--- config.mk ---
export PLATFORM = sky130hd
export DESIGN_NAME = tia_playfield_serializer_flat
export DESIGN_NICKNAME = d
export VERILOG_FILES = /design/src/rtl/tia_playfield_pkg.sv /design/src/rtl/tia_playfield_if.sv /design/src/rtl/tia_playfield_bit_counter.sv /design/src/rtl/tia_playfield_serializer.sv /design/src/flat_wrapper.sv
export SDC_FILE = /design/constraint.sdc
export NUM_CORES = 1
export LEC_CHECK = 0
export CORE_MARGIN = 2
export CORE_UTILIZATION = 36
export DETAILED_ROUTE_END_ITERATION = 7
export GPL_ROUTABILITY_DRIVEN = 1
export PLACE_DENSITY_LB_ADDON = 0.05
export SYNTH_ARGS = -nofsm -noshare
export SYNTH_HDL_FRONTEND = slang
export SYNTH_SLANG_ARGS = --single-unit
--- constraint.sdc ---
create_clock -name clk -period 1.8 [get_ports clk]
set_input_delay 0.18 -clock clk [delete_from_list [all_inputs] [get_ports clk]]
set_output_delay 0.18 -clock clk [all_outputs]
set_load 0.005 [all_outputs]
--- src/rtl/tia_playfield_pkg.sv ---
// Shared definitions for the TIA playfield serializer slice.
// Holds the default geometry, the FSM state encoding and a small sizing
// helper used by the serializer and its bit counter.
package tia_playfield_pkg;

    // Default geometry: 20 playfield bits per half-line, 4 colour clocks each.
    localparam int PF_WIDTH         = 20;
    localparam int PF_CELLS_PER_BIT = 4;

    typedef enum logic [1:0] {
        IDLE  = 2'd0,
        LEFT  = 2'd1,
        RIGHT = 2'd2
    } pf_state_e;

    // Width of the within-bit cell counter; never narrower than one bit so the
    // CELLS_PER_BIT == 1 case still has a legal (constant-zero) register.
    function automatic int sub_bits(input int cells_per_bit);
        if (cells_per_bit > 1) begin
            return $clog2(cells_per_bit);
        end else begin
            return 1;
        end
    endfunction

endpackage

--- src/rtl/tia_playfield_if.sv ---
// Playfield serializer bus.
// master: register-write decoder / line timing side (drives en, start,
//         reflect, pf_wr, pf_data; observes pf_out, busy, half).
// slave : the serializer itself.
interface tia_playfield_if
    import tia_playfield_pkg::*;
#(
    parameter int WIDTH = PF_WIDTH
) ();

    logic             en;
    logic             start;
    logic             reflect;
    logic             pf_wr;
    logic [WIDTH-1:0] pf_data;
    logic             pf_out;
    logic             busy;
    logic             half;

    modport master (
        output en, start, reflect, pf_wr, pf_data,
        input  pf_out, busy, half
    );

    modport slave (
        input  en, start, reflect, pf_wr, pf_data,
        output pf_out, busy, half
    );

endinterface

--- src/rtl/tia_playfield_bit_counter.sv ---
// Sub-cell / bit-index counter pair for the playfield serializer.
// Ports:
//   clk, rsyn     clock and synchronous active-high reset
//   load          load idx from load_idx, clear sub, take dir from load_dir
//   load_idx      starting bit index
//   load_dir      0 = ascending, 1 = descending
//   step          one colour-clock step (ignored when load is high)
//   idx           current bit index
//   term          last cell of the last bit in the current direction
module tia_playfield_bit_counter
    import tia_playfield_pkg::*;
#(
    parameter  int WIDTH         = PF_WIDTH,
    parameter  int CELLS_PER_BIT = PF_CELLS_PER_BIT,
    localparam int IDX_W         = $clog2(WIDTH),
    localparam int SUB_W         = sub_bits(CELLS_PER_BIT)
) (
    input  logic             clk,
    input  logic             rsyn,
    input  logic             load,
    input  logic [IDX_W-1:0] load_idx,
    input  logic             load_dir,
    input  logic             step,
    output logic [IDX_W-1:0] idx,
    output logic             term
);

    localparam logic [IDX_W-1:0] IDX_LAST = IDX_W'(WIDTH - 1);
    localparam logic [IDX_W-1:0] IDX_ZERO = {IDX_W{1'b0}};
    localparam logic [SUB_W-1:0] SUB_LAST = SUB_W'(CELLS_PER_BIT - 1);
    localparam logic [SUB_W-1:0] SUB_ZERO = {SUB_W{1'b0}};

    logic [IDX_W-1:0] idx_r;
    logic [SUB_W-1:0] sub_r;
    logic             dir_r;
    logic             bit_done_s;
    logic             end_idx_s;

    assign bit_done_s = (sub_r == SUB_LAST);
    assign end_idx_s  = dir_r ? (idx_r == IDX_ZERO) : (idx_r == IDX_LAST);
    assign term       = bit_done_s && end_idx_s;
    assign idx        = idx_r;

    // Counter state: load wins over step; idx holds at its end value.
    always_ff @(posedge clk) begin
        if (rsyn) begin
            idx_r <= IDX_ZERO;
            sub_r <= SUB_ZERO;
            dir_r <= 1'b0;
        end else if (load) begin
            idx_r <= load_idx;
            sub_r <= SUB_ZERO;
            dir_r <= load_dir;
        end else if (step) begin
            if (bit_done_s) begin
                sub_r <= SUB_ZERO;
                if (!end_idx_s) begin
                    idx_r <= dir_r ? (idx_r - IDX_W'(1)) : (idx_r + IDX_W'(1));
                end
            end else begin
                sub_r <= sub_r + SUB_W'(1);
            end
        end
    end

endmodule

--- src/rtl/tia_playfield_serializer.sv ---
// Double-buffered playfield serializer.
// Emits a WIDTH-bit playfield word one bit per CELLS_PER_BIT colour-clock
// enables over the left half, then again over the right half, optionally
// mirrored. shadow takes register writes at any time; active is the copy
// being displayed and is reloaded only at line start and at the half change.
// Ports:
//   clk    system clock
//   rsyn   synchronous active-high reset, overrides every other input
//   pf     tia_playfield_if.slave: en, start, reflect, pf_wr, pf_data in;
//          pf_out (registered pixel), busy, half out
module tia_playfield_serializer
    import tia_playfield_pkg::*;
#(
    parameter int WIDTH         = PF_WIDTH,
    parameter int CELLS_PER_BIT = PF_CELLS_PER_BIT
) (
    input  logic            clk,
    input  logic            rsyn,
    tia_playfield_if.slave  pf
);

    localparam int               IDX_W    = $clog2(WIDTH);
    localparam logic [IDX_W-1:0] IDX_LAST = IDX_W'(WIDTH - 1);
    localparam logic [IDX_W-1:0] IDX_ZERO = {IDX_W{1'b0}};

    pf_state_e        state_r;
    logic [WIDTH-1:0] shadow_r;
    logic [WIDTH-1:0] active_r;
    logic             pf_out_r;

    logic [WIDTH-1:0] reload_word_s;
    logic             busy_s;
    logic             step_s;
    logic             load_s;
    logic [IDX_W-1:0] load_idx_s;
    logic             load_dir_s;
    logic [IDX_W-1:0] idx_s;
    logic             term_s;

    // A write landing on a reload cycle goes straight into active.
    assign reload_word_s = pf.pf_wr ? pf.pf_data : shadow_r;
    assign busy_s        = (state_r == LEFT) || (state_r == RIGHT);

    // Counter control: start restarts the line (its en is not a pixel step);
    // the final LEFT step reloads for the right half.
    always_comb begin
        step_s     = 1'b0;
        load_s     = 1'b0;
        load_idx_s = IDX_ZERO;
        load_dir_s = 1'b0;
        if (pf.start) begin
            load_s = 1'b1;
        end else begin
            step_s = pf.en && busy_s;
            if ((state_r == LEFT) && step_s && term_s) begin
                load_s     = 1'b1;
                load_idx_s = pf.reflect ? IDX_LAST : IDX_ZERO;
                load_dir_s = pf.reflect;
            end else begin
                load_s = 1'b0;
            end
        end
    end

    tia_playfield_bit_counter #(
        .WIDTH         (WIDTH),
        .CELLS_PER_BIT (CELLS_PER_BIT)
    ) u_bit_counter (
        .clk      (clk),
        .rsyn     (rsyn),
        .load     (load_s),
        .load_idx (load_idx_s),
        .load_dir (load_dir_s),
        .step     (step_s),
        .idx      (idx_s),
        .term     (term_s)
    );

    // Line FSM, playfield buffers and the registered pixel output.
    always_ff @(posedge clk) begin
        if (rsyn) begin
            state_r  <= IDLE;
            shadow_r <= {WIDTH{1'b0}};
            active_r <= {WIDTH{1'b0}};
            pf_out_r <= 1'b0;
        end else begin
            if (pf.pf_wr) begin
                shadow_r <= pf.pf_data;
            end
            case (state_r)
                IDLE: begin
                    pf_out_r <= 1'b0;
                    if (pf.start) begin
                        active_r <= reload_word_s;
                        state_r  <= LEFT;
                    end
                end
                LEFT, RIGHT: begin
                    if (pf.start) begin
                        // Restart; pf_out keeps its last pixel until the first step.
                        active_r <= reload_word_s;
                        state_r  <= LEFT;
                    end else if (pf.en) begin
                        pf_out_r <= active_r[idx_s];
                        if (term_s) begin
                            if (state_r == LEFT) begin
                                active_r <= reload_word_s;
                                state_r  <= RIGHT;
                            end else begin
                                state_r  <= IDLE;
                            end
                        end
                    end
                end
                default: begin
                    state_r  <= IDLE;
                    pf_out_r <= 1'b0;
                end
            endcase
        end
    end

    assign pf.pf_out = pf_out_r;
    assign pf.busy   = busy_s;
    assign pf.half   = (state_r == RIGHT);

endmodule
--- src/flat_wrapper.sv ---
// flat-port wrapper written by rule: the top's interface ports become plain ports
module tia_playfield_serializer_flat import tia_playfield_pkg::*;
#(
    parameter int WIDTH         = PF_WIDTH,
    parameter int CELLS_PER_BIT = PF_CELLS_PER_BIT
)
  (clk, rsyn, pf_en, pf_start, pf_reflect, pf_pf_wr, pf_pf_data, pf_pf_out, pf_busy, pf_half);
  tia_playfield_if #(.WIDTH(WIDTH)) pf_i ();
  input  logic clk;
  input  logic rsyn;
  input wire logic [$bits(pf_i.en)-1:0] pf_en;
  input wire logic [$bits(pf_i.start)-1:0] pf_start;
  input wire logic [$bits(pf_i.reflect)-1:0] pf_reflect;
  input wire logic [$bits(pf_i.pf_wr)-1:0] pf_pf_wr;
  input wire logic [$bits(pf_i.pf_data)-1:0] pf_pf_data;
  output wire logic [$bits(pf_i.pf_out)-1:0] pf_pf_out;
  output wire logic [$bits(pf_i.busy)-1:0] pf_busy;
  output wire logic [$bits(pf_i.half)-1:0] pf_half;
  assign pf_i.en = pf_en;
  assign pf_i.start = pf_start;
  assign pf_i.reflect = pf_reflect;
  assign pf_i.pf_wr = pf_pf_wr;
  assign pf_i.pf_data = pf_pf_data;
  assign pf_pf_out = pf_i.pf_out;
  assign pf_busy = pf_i.busy;
  assign pf_half = pf_i.half;
  tia_playfield_serializer #(.WIDTH(WIDTH), .CELLS_PER_BIT(CELLS_PER_BIT)) u_core (.clk(clk), .rsyn(rsyn), .pf(pf_i));
endmodule
==> out/qor.csv, run 1 <==
metric,value,unit
portBuffers,28,
overflow,0,
dp.cells,464,
rows,33,
yosys_warnings,0,
vias,2693,
track_usage,0.195,
cp-start-kind,register,
cts_buffers,5,
path_class,register to register,
clk_pin_slew,100,ps
insertedDiodeCount,0,
p_seq_frac,0.486,
die_area,0.00911,sq mm
synth_seq_area_share,0.339,
cts_tree,yes,
crit_arrival,2120,ps
htree_levels,2,
required,2060,ps
ys_top_cells_by_area,"dfxtp_1 34%, mux2i_1 9.0%, a2111o_1 7.5%",
synth_top_area_cell,dfxtp_1,
ant_nets,0,
fin_cells,472,
rsz0062_at_grt,true,
status,"finished, violations left",
post-route-min-period,1860,ps
power_density,688,mW/mm^2
peakVddDrop,393,uV
avgSynthCellArea,8.96,sq um
combPwrFrac,0.170,
relSlewSlack,0.659,
clock_latency,310,ps
core_area,0.00818,sq mm
grt_pass1_vias,2699,
hold_viol,0,
nFillCells,817,
syn2layout_area_growth,23.1,%
grt_max_degree,42,
route.detailed.drc,0,
dr.first_iter.drc_count,130,
power.leakage,1.81,nW
synth_top_cell_area_share,0.339,
clockRootBuffer,clkbuf_8,
place_area,0.00355,sq mm
avgViaCountPerCell,5.71,
drive_gt1_frac,0.134,
netlist_instances,336,
ys_ff_latch,51,
nets,401,
dpl.hpwl,5440,um
dieHeight,95.5,um
clock_power_share,0.344,
syn-cell-area,0.00301,sq mm
worstPathCellList,"or4b_4, a211o_1, buf_6, a2111o_1, nand3_1",
final_common_cell,dfxtp_1,
synth_nets,371,
die_w,95.5,um
final-setup-viol-count,27,
antenna_found_initial,0,
fin_ws,-62.5,ps
io_pins,29,
endpoint_kind,register,
report.final.slew_viol_count,0,
grt_first_pass_wirelength,13900,um
synth_cell_types,40,
start_util,0.368,
final_cell_area,0.00371,sq mm
power.share.switching,0.271,
wl,8350,um
cts_sinks,51,
place_congestion,0.798,
cts_setup_buffers,0,
p_int,0.00186,W
clock_path_buffers,2,
worstMarginPinSlew,512,ps
hold_class,register to register,
most-common-layout-cells,"47 x dfxtp_1, 44 x nand3_1, 29 x a21oi_1",
finalSetupTns,-1270,ps
period_share,1.03,
maxCapViolCount,0,
timing.fmax,537,MHz
switching_power,0.000691,W
cp_max_fo,26,
wire_per_inst,17.7,um
first_pass_iters,4,
failed_checks,setup timing,
finClkSkew,10.7,ps
crit_slowest_cell,or4b_4,
slowest_delay,520,ps
cts_hold_buf,0,
==> cells in the mapped netlist <==
master and instances:
mux4_2 4, a221oi_1 3, nand4b_1 2, buf_2 1
inv_1 8, and4b_1 1, nor2b_1 1, a31oi_1 1
nand2b_1 2, nor2_1 28, mux2i_1 27, fa_1 1
o2bb2ai_1 1, nor3_1 2, or3_1 1, nand3b_1 1
o211a_1 22, buf_1 2, o21ai_0 1, a211o_1 1
o221ai_1 1, o221a_2 1, a21o_1 2, o211ai_1 2
or4b_4 1, and3_1 21, xor2_1 2, a2111o_1 20
a21oi_1 29, ha_1 8, or2_2 2, a311oi_1 1
nand2_1 8, clkbuf_1 26, o31a_1 2, dfxtp_1 51
and2_1 1, buf_6 3, o31ai_1 1, nand3_1 44
==> power groups by stage <==
stage	logic [W]	registers, W	clock network, W
after floorplan	0.000253	0.00125	0
after global placement	0.000431	0.00126	0
after detailed placement	0.000432	0.00127	0
after CTS	0.000438	0.00124	0.000900
after global routing	0.000480	0.00125	0.000938
final	0.000435	0.00124	0.000877
==> what timing repair did <==
action,in CTS,in global routing
resized for setup,6,3
pin swaps,1,1
endpoints found under the hold margin,0,0
setup endpoints to repair,29,30
==> logic make-up after synthesis <==
group	Yosys count	synth area share
flops	51	0.339
compound gates	88	0.242
mux	31	0.120
xor+xnor	2	0.00582
fa+ha+maj	9	0.0399
simple gates	115	0.196
buf+inv	40	0.0577
==> per-stage QoR <==
| step | hold slack, ps | setup slack [ps] | power (W) | utilization |
|---|---|---|---|---|
| 2_1_floorplan | 249 | 0.291 | 0.00151 | - |
| 3_5_place_dp | 501 | -85.1 | 0.00170 | 0.434 |
| 6_report | 506 | -62.5 | 0.00255 | 0.453 |
| 3_3_place_gp | 483 | -58.5 | 0.00170 | 0.434 |
| 4_1_cts | 497 | -67.9 | 0.00258 | 0.452 |
| 5_1_grt | 573 | -177 | 0.00267 | 0.453 |
==> per-layer routing <==
metal | wire length, um | track usage | up-vias
li1 | - | - | 1333
met5 | 0 | 0 | -
met1 | 4080 | 0.273 | 1312
met3 | 303 | 0.0261 | 5
met2 | 3910 | 0.319 | 43
met4 | 54 | 0.0417 | 0
==> cell type report <==
type,count,area (sq um),area share
Timing Repair Buffer,55,556,0.150
Clock inverter,2,38.8,0.0105
Inverter,8,30.0,0.00810
Sequential cell,51,1030,0.279
Clock buffer,6,82.6,0.0223
Multi-Input combinational cell,245,1840,0.495
Tap cell,105,131,0.0354
==> critical path, delay by kind of cell, from the launching register on <==
kind	cells	cell delay [ps]
flip-flops	1	350
buffers and inverters	1	190
AO/OA/AOI/OAI	2	690
AND/OR/NAND/NOR	2	580
==> registers in the layout (all words and copies together) (netlist names) <==
register	cells
u_core.active_r	20
u_core.shadow_r	20
u_core.u_bit_counter.idx	5
u_core.state_r	2
u_core.u_bit_counter.sub_r	2
u_core.pf.pf_out	1
u_core.u_bit_counter.dir_r	1
==> path summary, 6_finish.rpt <==
check / startpoint / to / slack (ps) / depth (start not counted)
max reg2reg: u_core.u_bit_counter.idx[1] / u_core.active_r[8] / -60 / 5
min reg2reg: u_core.state_r[1] / u_core.state_r[1] / 510 / 2
max: u_core.u_bit_counter.idx[1] / u_core.active_r[8] / -60 / 5
min: u_core.state_r[1] / u_core.state_r[1] / 510 / 2
(Power assumes the default switching activity.)
==> run 2: changes to the inputs <==
Settings changed: CTS_CLUSTER_SIZE set to 40.
==> results of run 2 <==
No change in the layout: final DEF, timing and power equal those of run 1.
==> variant (settings of run 1) <==
Set the package constant `PF_CELLS_PER_BIT` to 8 (it was 4).
--- a/src/rtl/tia_playfield_pkg.sv
+++ b/src/rtl/tia_playfield_pkg.sv
@@ -7,3 +7,3 @@
     localparam int PF_WIDTH         = 20;
-    localparam int PF_CELLS_PER_BIT = 4;
+    localparam int PF_CELLS_PER_BIT = 8;
 
Formal check against the unedited RTL: not equivalent (Yosys sat finds a counterexample within 10 cycles, from zero or initial values).
==> variant against run 1 <==
Routed wire length fell by 30%. Synthesized area is 16% lower. Worst hold slack lost 0.034 ns. Total power is 6.4% lower. Setup slack better by 0.089 ns. Clock skew grew 0.0015 ns. Sequential cell count up 1. Final area down 9.6%. Maximum frequency is 5.0% higher. First-iteration DRC count fell by 38%. Critical path type unchanged.
==> variant: results <==
metrics = {
    "outcome": {
        "status": "complete, no violations",
    },
    "finish": {
        "final_cells": 404,
        "nFillCells": 655,
        "drive_gt1_share_pct": 27.3,
        "nNetsFinal": 343,
        "diodes": 0,
    },
    "clocking": {
        "cts_root_buf": "clkbuf_8",
        "cts_buffer_depth": 2,
        "clk-insertion-delay-late_ns": 0.32,
        "htree_levels": 2,
        "numCtsBuffers": 5,
        "path_clk_slew_ns": 0.10,
    },
    "worst_hold_path": {
        "worstHoldPathType": "flip-flop to flip-flop",
        "hp-start": "u_core.active_r[3]",
    },
    "yosys": {
        "synthTopCellsByArea": "dfxtp_1, mux2i_1, o21ai_0",
        "async_reset_ff_share_pct": 0,
        "synthTopCellsByCount": "dfxtp_1, o21ai_0, nor2_1",
        "yosys_warnings": 0,
        "syn_inst": 252,
        "synth_nets": 288,
        "synth_cell_types": 44,
        "ys_seq_area_share_pct": 41.1,
    },
    "place": {
        "dpl_cell_area_sq_um": 3050,
        "gp_congestion": 0.840,
        "port_buffers": 28,
        "dpl.cell_count": 385,
        "dp_hpwl_um": 3640,
    },
    "worst_setup_path": {
        "startpoint": "u_core.u_bit_counter.sub_r[0]",
        "critPathMaxStageDelay_ns": 0.34,
        "cp_slowest_cell": "dfxtp_2",
        "crit_fanout": 8,
        "crit_family": "compound AO/OA/AOI/OAI gates",
        "cp.arrival_ns": 2.03,
    },
    "routing": {
        "viasPerCell": 4.79,
        "first_pass_iters": 4,
        "drt-wirelength-per-cell_um": 14.4,
        "first_iter_violations": 81,
    },
    "timing": {
        "skew_ns": 0.0122,
        "slew_headroom_pct": 77.7,
    },
    "power_and_ir_drop": {
        "vdd_drop_max_mv": 0.420,
        "total_leakage_power_nw": 1.34,
    },
    "grt": {
        "antenna_found_initial": 0,
        "grt_pass1_vias": 1904,
        "grt_max_degree": 49,
        "track_usage_pct": 15.8,
        "grt_pass1_wl_um": 9430,
    },
}
## variant: cell count changes in the layout (fill, tap and decap cells not counted), moves of 19 or more
cell | before | now
a2111o_1 | 20 | 0
and3_1 | 21 | 0
nand3_1 | 44 | 2
nand2b_1 | 2 | 21
a21oi_1 | 29 | 6
o211a_1 | 22 | 0
## variant: worst min-delay path: stages (launching register included)
cell and delay (ns):
dfxtp_1 0.32, nand2b_1 0.07, o21ai_1 0.05
## variant: logic make-up after synthesis
kind of cell / count (synthesis) / synth area share (%)
buffers and inverters: 18 / 4.10
multiplexers: 31 / 15.1
XOR/XNOR: 4 / 1.39
AND/OR/NAND/NOR: 75 / 16.2
flip-flops: 52 / 41.1
adder cells (fa/ha/maj): 10 / 5.24
AO/OA/AOI/OAI: 62 / 16.9
## variant: through the flow
stage	hold WS (ns)	power, W	setup WS, ns	utilization, %
2_1_floorplan	0.354	0.00150	0.0607	-
3_3_place_gp	0.447	0.00163	-0.0725	44.9
3_5_place_dp	0.460	0.00164	-0.0925	44.9
4_1_cts	0.476	0.00238	-0.0582	47.6
5_1_grt	0.491	0.00251	-0.0550	49.3
6_report	0.472	0.00239	0.0265	49.3
## variant: routing by layer
| metal | global-route usage [%] | wire length [um] | vias up |
|---|---|---|---|
| li1 | - | - | 1003 |
| met1 | 22.5 | 2990 | 901 |
| met2 | 24.4 | 2610 | 27 |
| met3 | 2.92 | 161 | 6 |
| met4 | 4.62 | 42 | 0 |
| met5 | 0 | 0 | - |
## variant: layout make-up
class | instances | share of cell area (%)
timing repair buffer | 61 | 18.1
clock buffer | 5 | 2.05
multi-input combinational | 185 | 44.0
inverter | 2 | 0.224
sequential | 52 | 31.4
tap | 96 | 3.58
clock inverter | 3 | 0.635
## variant: path summary, 6_finish.rpt
check                                      endpoint  slack (ns)  cells after the start
worst max-delay path            u_core.active_r[12]        0.03                      9
worst min-delay path             u_core.active_r[3]        0.47                      2
worst max register to register  u_core.active_r[12]        0.03                      9
worst min register to register   u_core.active_r[3]        0.47                      2
## variant: where the power goes
group	internal (W)	switching, W
sequential	0.00121	0.0000325
combinational	0.000242	0.000202
clock	0.000277	0.000419
total	0.00173	0.000654
## variant: repair_timing
item,CTS,global route
resized for setup,23,22
pin swaps,2,15
buffers inserted,1,4
gates cloned,4,2
endpoints found under the setup margin,27,28
